==> src/rtl/intc_pkg.sv <==
// Shared types and defaults for the interrupt controller: FSM states, timer source index, size defaults.
package intc_pkg;
  localparam int NUM_SRC_D = 4;
  localparam int ID_W_D    = 2;
  localparam int PC_W_D    = 32;
  localparam int TIMER_SRC = 0;

  typedef enum logic [1:0] {IDLE, REQ, SERVICE} state_t;
endpackage

==> src/rtl/intc_prio_enc.sv <==
// Lowest-index-first priority encoder: eligible vector -> (valid, winning id).
module intc_prio_enc #(
  parameter int N    = 4,
  parameter int ID_W = 2
) (
  input  logic [N-1:0]    req,
  output logic            vld,
  output logic [ID_W-1:0] id
);
  always_comb begin
    vld = 1'b0;
    id  = '0;
    // Walk from the top so the lowest set index is the last one written.
    for (int i = N - 1; i >= 0; i--) begin
      if (req[i]) begin
        vld = 1'b1;
        id  = ID_W'(i);
      end
    end
  end
endmodule

==> src/rtl/interrupt_controller.sv <==
// Edge-latched, fixed-priority interrupt controller with ack/EOI handshake and EPC capture.
// Define TIMER_RELOAD_EN to pulse timer_reset when the timer source (0) is acked.
module interrupt_controller
  import intc_pkg::*;
#(
  parameter int NUM_SRC = NUM_SRC_D,
  parameter int PC_W    = PC_W_D,
  parameter int ID_W    = ID_W_D
) (
  input  logic               clock,
  input  logic               reset,
  input  logic               sigint,
  input  logic [NUM_SRC-2:0] ext_req,
  input  logic [NUM_SRC-1:0] mask,
  input  logic               gie,
  input  logic [PC_W-1:0]    pc_in,
  input  logic               irq_ack,
  input  logic               eoi,
  output logic               irq,
  output logic [ID_W-1:0]    irq_id,
  output logic [PC_W-1:0]    epc,
  output logic               in_service,
  output logic               timer_reset,
  output logic [NUM_SRC-1:0] pending
);
  state_t             state, state_nxt;
  logic [NUM_SRC-1:0] raw, raw_q, rise, eligible, ack_clr;
  logic               win_vld, take_ack;
  logic [ID_W-1:0]    win_id;

  assign raw      = {ext_req, sigint};
  assign rise     = raw & ~raw_q;
  assign eligible = pending & mask;

  intc_prio_enc #(.N(NUM_SRC), .ID_W(ID_W)) u_prio (
    .req(eligible),
    .vld(win_vld),
    .id (win_id)
  );

  assign take_ack = (state == REQ) && irq_ack;
  assign ack_clr  = take_ack ? (NUM_SRC'(1) << irq_id) : '0;

  always_comb begin
    state_nxt = state;
    case (state)
      IDLE:    if (gie && win_vld) state_nxt = REQ;
      // Ack wins over a same-cycle gie/mask drop: the CPU has already committed.
      REQ:     if (irq_ack) state_nxt = SERVICE;
               else if (!gie || !mask[irq_id]) state_nxt = IDLE;
      SERVICE: if (eoi) state_nxt = IDLE;
      default: state_nxt = IDLE;
    endcase
  end

  always_ff @(posedge clock) begin
    if (reset) begin
      state   <= IDLE;
      raw_q   <= '0;
      pending <= '0;
      irq_id  <= '0;
      epc     <= '0;
    end else begin
      state   <= state_nxt;
      raw_q   <= raw;
      // Set after clear so a fresh edge on the acked source survives.
      pending <= (pending & ~ack_clr) | rise;
      if (state == IDLE && state_nxt == REQ) irq_id <= win_id;
      if (take_ack) epc <= pc_in;
    end
  end

  assign irq        = (state == REQ);
  assign in_service = (state == SERVICE);

`ifdef TIMER_RELOAD_EN
  logic timer_q;
  always_ff @(posedge clock) begin
    if (reset) timer_q <= 1'b0;
    else       timer_q <= take_ack && (irq_id == ID_W'(TIMER_SRC));
  end
  assign timer_reset = timer_q;
`else
  assign timer_reset = 1'b0;
`endif
endmodule

==> config.mk <==
export PLATFORM = sky130hd
export DESIGN_NAME = interrupt_controller
export DESIGN_NICKNAME = d
export VERILOG_FILES = /design/src/rtl/intc_pkg.sv /design/src/rtl/intc_prio_enc.sv /design/src/rtl/interrupt_controller.sv
export SDC_FILE = /design/constraint.sdc
export NUM_CORES = 1
export LEC_CHECK = 0
export ABC_AREA = 1
export BUFFER_PORTS_ARGS = -buffer_cell sky130_fd_sc_hd__buf_2
export CAP_MARGIN = 20
export CELL_PAD_IN_SITES_DETAIL_PLACEMENT = 0
export CELL_PAD_IN_SITES_GLOBAL_PLACEMENT = 1
export CORE_ASPECT_RATIO = 2
export CORE_MARGIN = 1
export CORE_UTILIZATION = 28
export DETAILED_ROUTE_END_ITERATION = 6
export GPL_ROUTABILITY_DRIVEN = 0
export PLACE_DENSITY_LB_ADDON = 0.1
export SYNTH_ARGS = -nofsm -noshare
export SYNTH_HDL_FRONTEND = slang
export SYNTH_SLANG_ARGS = --single-unit
==> constraint.sdc <==
create_clock -name clock -period 1.1 [get_ports clock]
set_clock_uncertainty 0.15 [all_clocks]
set_input_delay 0.11 -clock clock [delete_from_list [all_inputs] [get_ports clock]]
set_output_delay 0.11 -clock clock [all_outputs]
set_load 0.03 [all_outputs]
==> results.py, run 1 <==
metrics = {
    "sta": {
        "setup_tns_ns": -4.72,
        "slew_viol_final": 0,
        "period_share": 1.17,
        "rsz0062_at_grt": "true",
        "fin_crit_ns": 1.29,
        "layout_setup_ws_ns": -0.185,
        "finalHoldViolations": 0,
        "setup_viol": 46,
        "max_freq_ghz": 0.778,
        "whs_ns": 0.0142,
    },
    "critical_path": {
        "path_delay_family": "flip-flops",
        "worstPathArrival_ns": 1.03,
        "r2r_slack_ns": -0.13,
        "cp.buffers_inverters": 3,
        "cp-end-kind": "primary output",
        "r2r-end": "epc[10]",
        "r2r_cells": 6,
        "cp.required_ns": 0.84,
        "cp_max_fo": 3,
        "slowest_delay_ns": 0.33,
        "critical_path_class": "flip-flop to primary output",
        "reg2reg_from": "state[1]",
        "crit_chain": "inv_2 -> buf_4 -> nor2_4 -> buf_6",
        "slowest_stage": "dfxtp_2",
        "start_kind": "flip-flop",
    },
    "die": {
        "pin_count": 86,
        "rows": 40,
        "core-area_um2": 5960,
        "die_y_um": 113,
        "die_w_um": 57.3,
        "die-area_um2": 6440,
        "start_util": 0.287,
    },
    "route": {
        "wl_per_cell_um": 12.1,
        "vias": 1902,
        "postRouteAntennaNets": 0,
        "routed_wl_um": 5250,
        "drt_iter0_drc": 49,
        "firstDrtPassIters": 6,
        "drc_errors": 8,
        "routed_via_density": 4.39,
    },
    "synth": {
        "ys_ff_latch": 44,
        "synthCells": 223,
        "synth.cell_area_um2": 1710,
        "synth.distinct_cells": 20,
        "yosysSeqAreaShare": 0.515,
        "ys_warn_count": 0,
        "syn_area_per_cell_um2": 7.67,
        "syn-num-nets": 268,
    },
    "grt": {
        "grt_use_total": 0.170,
        "grt_pass1_vias": 1895,
        "grt_overflow": 0,
        "antenna_found_initial": 0,
        "grt_pass1_wl_um": 8260,
        "grt_max_degree": 34,
    },
    "power_and_ir_drop": {
        "p_sw_mw": 1.08,
        "worst_ir_drop_vdd_v": 0.00106,
        "p_per_area_nw_per_um2": 1320,
        "swShare": 0.266,
        "p_comb_frac": 0.205,
        "p_clk_frac": 0.370,
        "power.share.sequential": 0.425,
        "p_total_mw": 4.06,
        "internal_power_mw": 2.98,
        "leakagePower_nw": 1.57,
    },
    "final_layout": {
        "fillCellCount": 618,
        "layout.nets": 414,
        "drive_gt1_frac": 0.422,
        "seqCellArea_um2": 908,
        "design_area_um2": 3090,
        "antennaDiodeCount": 0,
        "fin_util": 0.519,
        "syn_to_final_growth_pct": 80.6,
        "final_cells": 433,
        "multiInputGateArea_um2": 737,
    },
    "placed_design": {
        "dp_hpwl_um": 3510,
        "dp_cells": 382,
        "pre_cts_ws_ns": -0.193,
        "io_buffers": 84,
        "dpl-instance-area_um2": 2360,
    },
    "clock_tree": {
        "cts_buffers": 5,
        "cts_tree": "built",
        "clock_path_buffers": 2,
        "cts_max_level": 2,
        "clock-sinks": 44,
        "clk_transition_reported_paths_ns": 0.06,
        "clock_latency_ns": 0.28,
        "clockRootBuffer": "clkbuf_16",
    },
    "min_path": {
        "holdPathStages": 3,
        "min-delay-start": "reset",
        "hold_path_end": "state[1]",
        "hold_class": "primary input to flip-flop",
    },
    "job": {
        "maxCapViolCount": 0,
    },
    "status": {
        "status": "finished, violations left",
        "failed_checks": "DRC, setup timing",
    },
}
## sequential cells by signal (all words and copies together), names as in the netlist
register  cells
epc          32
pending       4
raw_q         4
irq_id        2
state         2
## worst register-to-register path, cell delays in order, from the launching register on
cell	delay [ns]
dfxtp_2	0.32
inv_2	0.07
nand2_4	0.07
nor2_8	0.19
buf_4	0.20
o21ai_0	0.09
nor2_1	0.09
## synth_stat cells
| library cell | n | share of area |
|---|---|---|
| a21boi_0 | 2 | 0.0088 |
| a21oi_1 | 4 | 0.012 |
| a21oi_2 | 1 | 0.0051 |
| buf_4 | 1 | 0.0044 |
| buf_6 | 6 | 0.039 |
| clkbuf_1 | 4 | 0.0088 |
| conb_1 | 1 | 0.0022 |
| dfxtp_1 | 44 | 0.51 |
| inv_1 | 13 | 0.029 |
| inv_2 | 1 | 0.0022 |
| inv_4 | 1 | 0.0037 |
| nand2_1 | 15 | 0.033 |
| nand2_2 | 1 | 0.0037 |
| nand3_1 | 10 | 0.029 |
| nand4_1 | 2 | 0.0073 |
| nor2_1 | 79 | 0.17 |
| nor2_2 | 5 | 0.018 |
| nor2_8 | 1 | 0.012 |
| o21ai_0 | 27 | 0.079 |
| o21ai_1 | 5 | 0.015 |
## worst max-delay path by stage
| stage | from | to | slack, ns | cells after the start |
|---|---|---|---|---|
| 2_1_floorplan | state[1] | epc[24] | -0.13 | 7 |
| 3_3_place_gp | pending[2] | irq_id[0] | -0.16 | 8 |
| 3_5_place_dp | state[1] | epc[24] | -0.19 | 6 |
| 4_1_cts | state[1] | irq | -0.19 | 5 |
| 5_1_grt | state[0] | irq_id[0] | -0.22 | 6 |
| 6_report | state[1] | in_service | -0.19 | 4 |
## layer usage
metal / GRT usage / part of all wire
met1: 0.162 / 0.38
met2: 0.331 / 0.56
met3: 0.0323 / 0.035
met4: 0.0780 / 0.019
met5: 0 / 0
## final cells by class
type / instances / share of cell area
clock inverter: 2 / 0.00324
sequential: 44 / 0.294
inverter: 15 / 0.0207
timing repair buffer: 150 / 0.373
multi-input combinational: 153 / 0.239
clock buffer: 6 / 0.0450
tap: 63 / 0.0255
## placed cells by master, fill, tap and decap left out, drive strengths merged, types with 2 or more instances in the layout
cell type    Yosys  routed
nand4            2       2
a21boi           2       2
o21ai           32      32
nand2           16      16
clkbuf           4      16
dfxtp           44      44
nand3           10      10
a21oi            5       5
nor2            85      85
clkinv           0       2
dlygate4sd3      0      37
inv             15      15
buf              7     103
## logic make-up after synthesis
group | after synthesis | share of synthesized area
simple gates | 113 | 0.277
flops | 44 | 0.515
compound gates | 39 | 0.119
buf+inv | 26 | 0.0871
other cells | 1 | 0.00219
## power by group through the flow
stage          registers, mW  logic [mW]  clock network (mW)
3_3_place_gp            1.75       0.630                   0
4_1_cts                 1.72       0.797                1.56
6_report                1.73       0.832                1.50
3_5_place_dp            1.75       0.632                   0
5_1_grt                 1.73       0.898                1.62
2_1_floorplan           1.89       0.212                   0
## what timing repair did
action	in CTS	in global routing
endpoints found under the setup margin	49	66
setup buffers	4	2
resized for setup	33	37
pin swaps	11	9
hold buffers	37	0
hold endpoints to repair	37	0
Note: power is estimated with default switching activity, not from simulation.
==> run 2, diff against run 1 <==
CORE_UTILIZATION = 31   (was 28)
GPL_ROUTABILITY_DRIVEN = 1   (was 0)
clock period = 1.3 ns   (was 1.1 ns; I/O delays follow)
==> run 2 against run 1 <==
  * The flow finishes with violations (setup timing)
  * Via count shrank 1.2%
  * Non-clock buffer count shrank 21
  * Utilization up 1.0 points
  * Largest cell class unchanged
  * Largest power group unchanged
  * Highest routed layer unchanged
==> results.py, run 2 (same netlist as run 1, synthesis figures left out) <==
metrics = {
    "die": {
        "rows": 37,
        "core-area_um2": 5230,
        "pin_count": 86,
        "die-area_um2": 5840,
        "die_w_um": 54.5,
        "start_util": 0.327,
        "die_y_um": 107,
    },
    "final_layout": {
        "drive_gt1_frac": 0.378,
        "design_area_um2": 2770,
        "final_cells": 410,
        "final_cell_mix": "buf_2, nor2_1, dlygate4sd3_1",
        "layout.nets": 396,
        "largest_reg_flops": 32,
        "syn_to_final_growth_pct": 61.8,
        "top_regs": "epc x32, pending x4, raw_q x4",
        "largest-register": "epc",
        "antennaDiodeCount": 0,
        "layout_commonest_cell": "buf_2",
    },
    "placed_design": {
        "dp_cells": 359,
        "io_buffers": 84,
        "dp_hpwl_um": 3230,
        "gp_congestion": 0.703,
        "dpl-instance-area_um2": 2180,
    },
    "sta": {
        "rsz0062_at_grt": "true",
        "finalHoldViolations": 0,
        "setup_viol": 1,
        "layout_setup_ws_ns": -0.0210,
        "max_freq_ghz": 0.757,
        "fin_crit_ns": 1.32,
        "slew_viol_final": 0,
        "period_share": 1.02,
    },
    "critical_path": {
        "crit_chain": "inv_4 -> nand2_4 -> nor2_8 -> buf_12 -> inv_6 -> nor2_1 -> nor2_1",
        "cp.required_ns": 1.33,
        "critical_path_class": "flip-flop to flip-flop",
        "slowest_stage": "dfxtp_2",
        "cp-end-kind": "flip-flop",
        "path_common_cell": "nor2_1",
        "slowest_delay_ns": 0.34,
        "start_kind": "flip-flop",
        "worstPathArrival_ns": 1.35,
        "cp_max_fo": 8,
    },
    "grt": {
        "grt_max_degree": 35,
        "grt_overflow": 0,
        "grt_use_total": 0.184,
        "antenna_found_initial": 0,
        "grt_pass1_vias": 1808,
        "grt_pass1_wl_um": 7780,
    },
    "route": {
        "postRouteAntennaNets": 0,
        "routed_via_density": 4.58,
        "drc_errors": 0,
        "vias": 1879,
        "wl_per_cell_um": 12.9,
        "routed_wl_um": 5290,
        "firstDrtPassIters": 4,
        "drt_iter0_drc": 30,
    },
    "status": {
        "failed_checks": "setup timing",
        "status": "finished, violations left",
    },
    "min_path": {
        "hold_class": "primary input to flip-flop",
    },
    "power_and_ir_drop": {
        "p_per_area_nw_per_um2": 1050,
        "worst_ir_drop_vdd_v": 0.000664,
        "leakagePower_nw": 1.42,
    },
    "clock_tree": {
        "cts_buffers": 5,
        "clock-sinks": 44,
        "clockRootBuffer": "clkbuf_8",
        "cts_tree": "built",
        "clk_transition_reported_paths_ns": 0.08,
        "clock_latency_ns": 0.29,
        "clock_path_buffers": 2,
        "cts_max_level": 2,
    },
    "job": {
        "maxCapViolCount": 0,
    },
}
## run 2: path summary, 6_finish.rpt
path	from	to	slack, ns	depth (start not counted)
worst max-delay path	state[1]	epc[4]	-0.02	7
worst min-delay path	reset	state[1]	0.02	3
worst max register to register	state[1]	epc[4]	-0.02	7
worst min register to register	epc[29]	epc[29]	0.35	2
## run 2: through the flow
| stage | worst slack (ns) | hold slack, ns | util | power [mW] | TNS, ns |
|---|---|---|---|---|---|
| 6_report | -0.0210 | 0.0183 | 0.529 | 2.91 | -0.0210 |
| 5_1_grt | -0.103 | 0.00436 | 0.529 | 3.09 | -1.87 |
| 4_1_cts | 0.00295 | 0.0163 | 0.510 | 2.93 | 0 |
| 3_5_place_dp | -0.0391 | 0.206 | 0.417 | 1.96 | -0.641 |
| 3_3_place_gp | -0.0174 | 0.194 | 0.417 | 1.96 | -0.0346 |
| 2_1_floorplan | 0.0101 | 0.105 | - | 1.78 | 0 |
## run 2: layout make-up
type | instances | area [µm²]
clock buffer | 8 | 90.1
fill | 554 | 2460
inverter | 15 | 71.3
multi-input combinational | 154 | 723
sequential | 44 | 896
tap | 58 | 72.6
timing repair buffer | 129 | 897
timing repair inverter | 2 | 17.5
## run 2: where the power goes
group	internal, mW	switching (mW)
combinational	0.252	0.336
sequential	1.42	0.0442
clock	0.434	0.428
## run 2: repair_timing
| item | 4_1_cts | 5_1_grt |
|---|---|---|
| setup buffers | 1 | 2 |
| hold buffers | 37 | 0 |
| cloned | 0 | 3 |
| pin swaps | 2 | 8 |
| setup endpoints to repair | 36 | 36 |
| resized for setup | 7 | 19 |
| endpoints found under the hold margin | 37 | 0 |
## run 2: layer usage
metal  track usage  up-vias  routed length (µm)
met3        0.0326        7                 192
met2         0.356       59                3110
met1         0.176      854                1910
met4        0.0659        0                  75
met5             0        -                   0
li1              -      959                   -
## run 2: worst max-delay path: cells and delay by family (launching register included)
kind / cells / cell delay, ns
buffers and inverters: 3 / 0.25
DFF: 1 / 0.34
and+or+nand+nor: 4 / 0.46
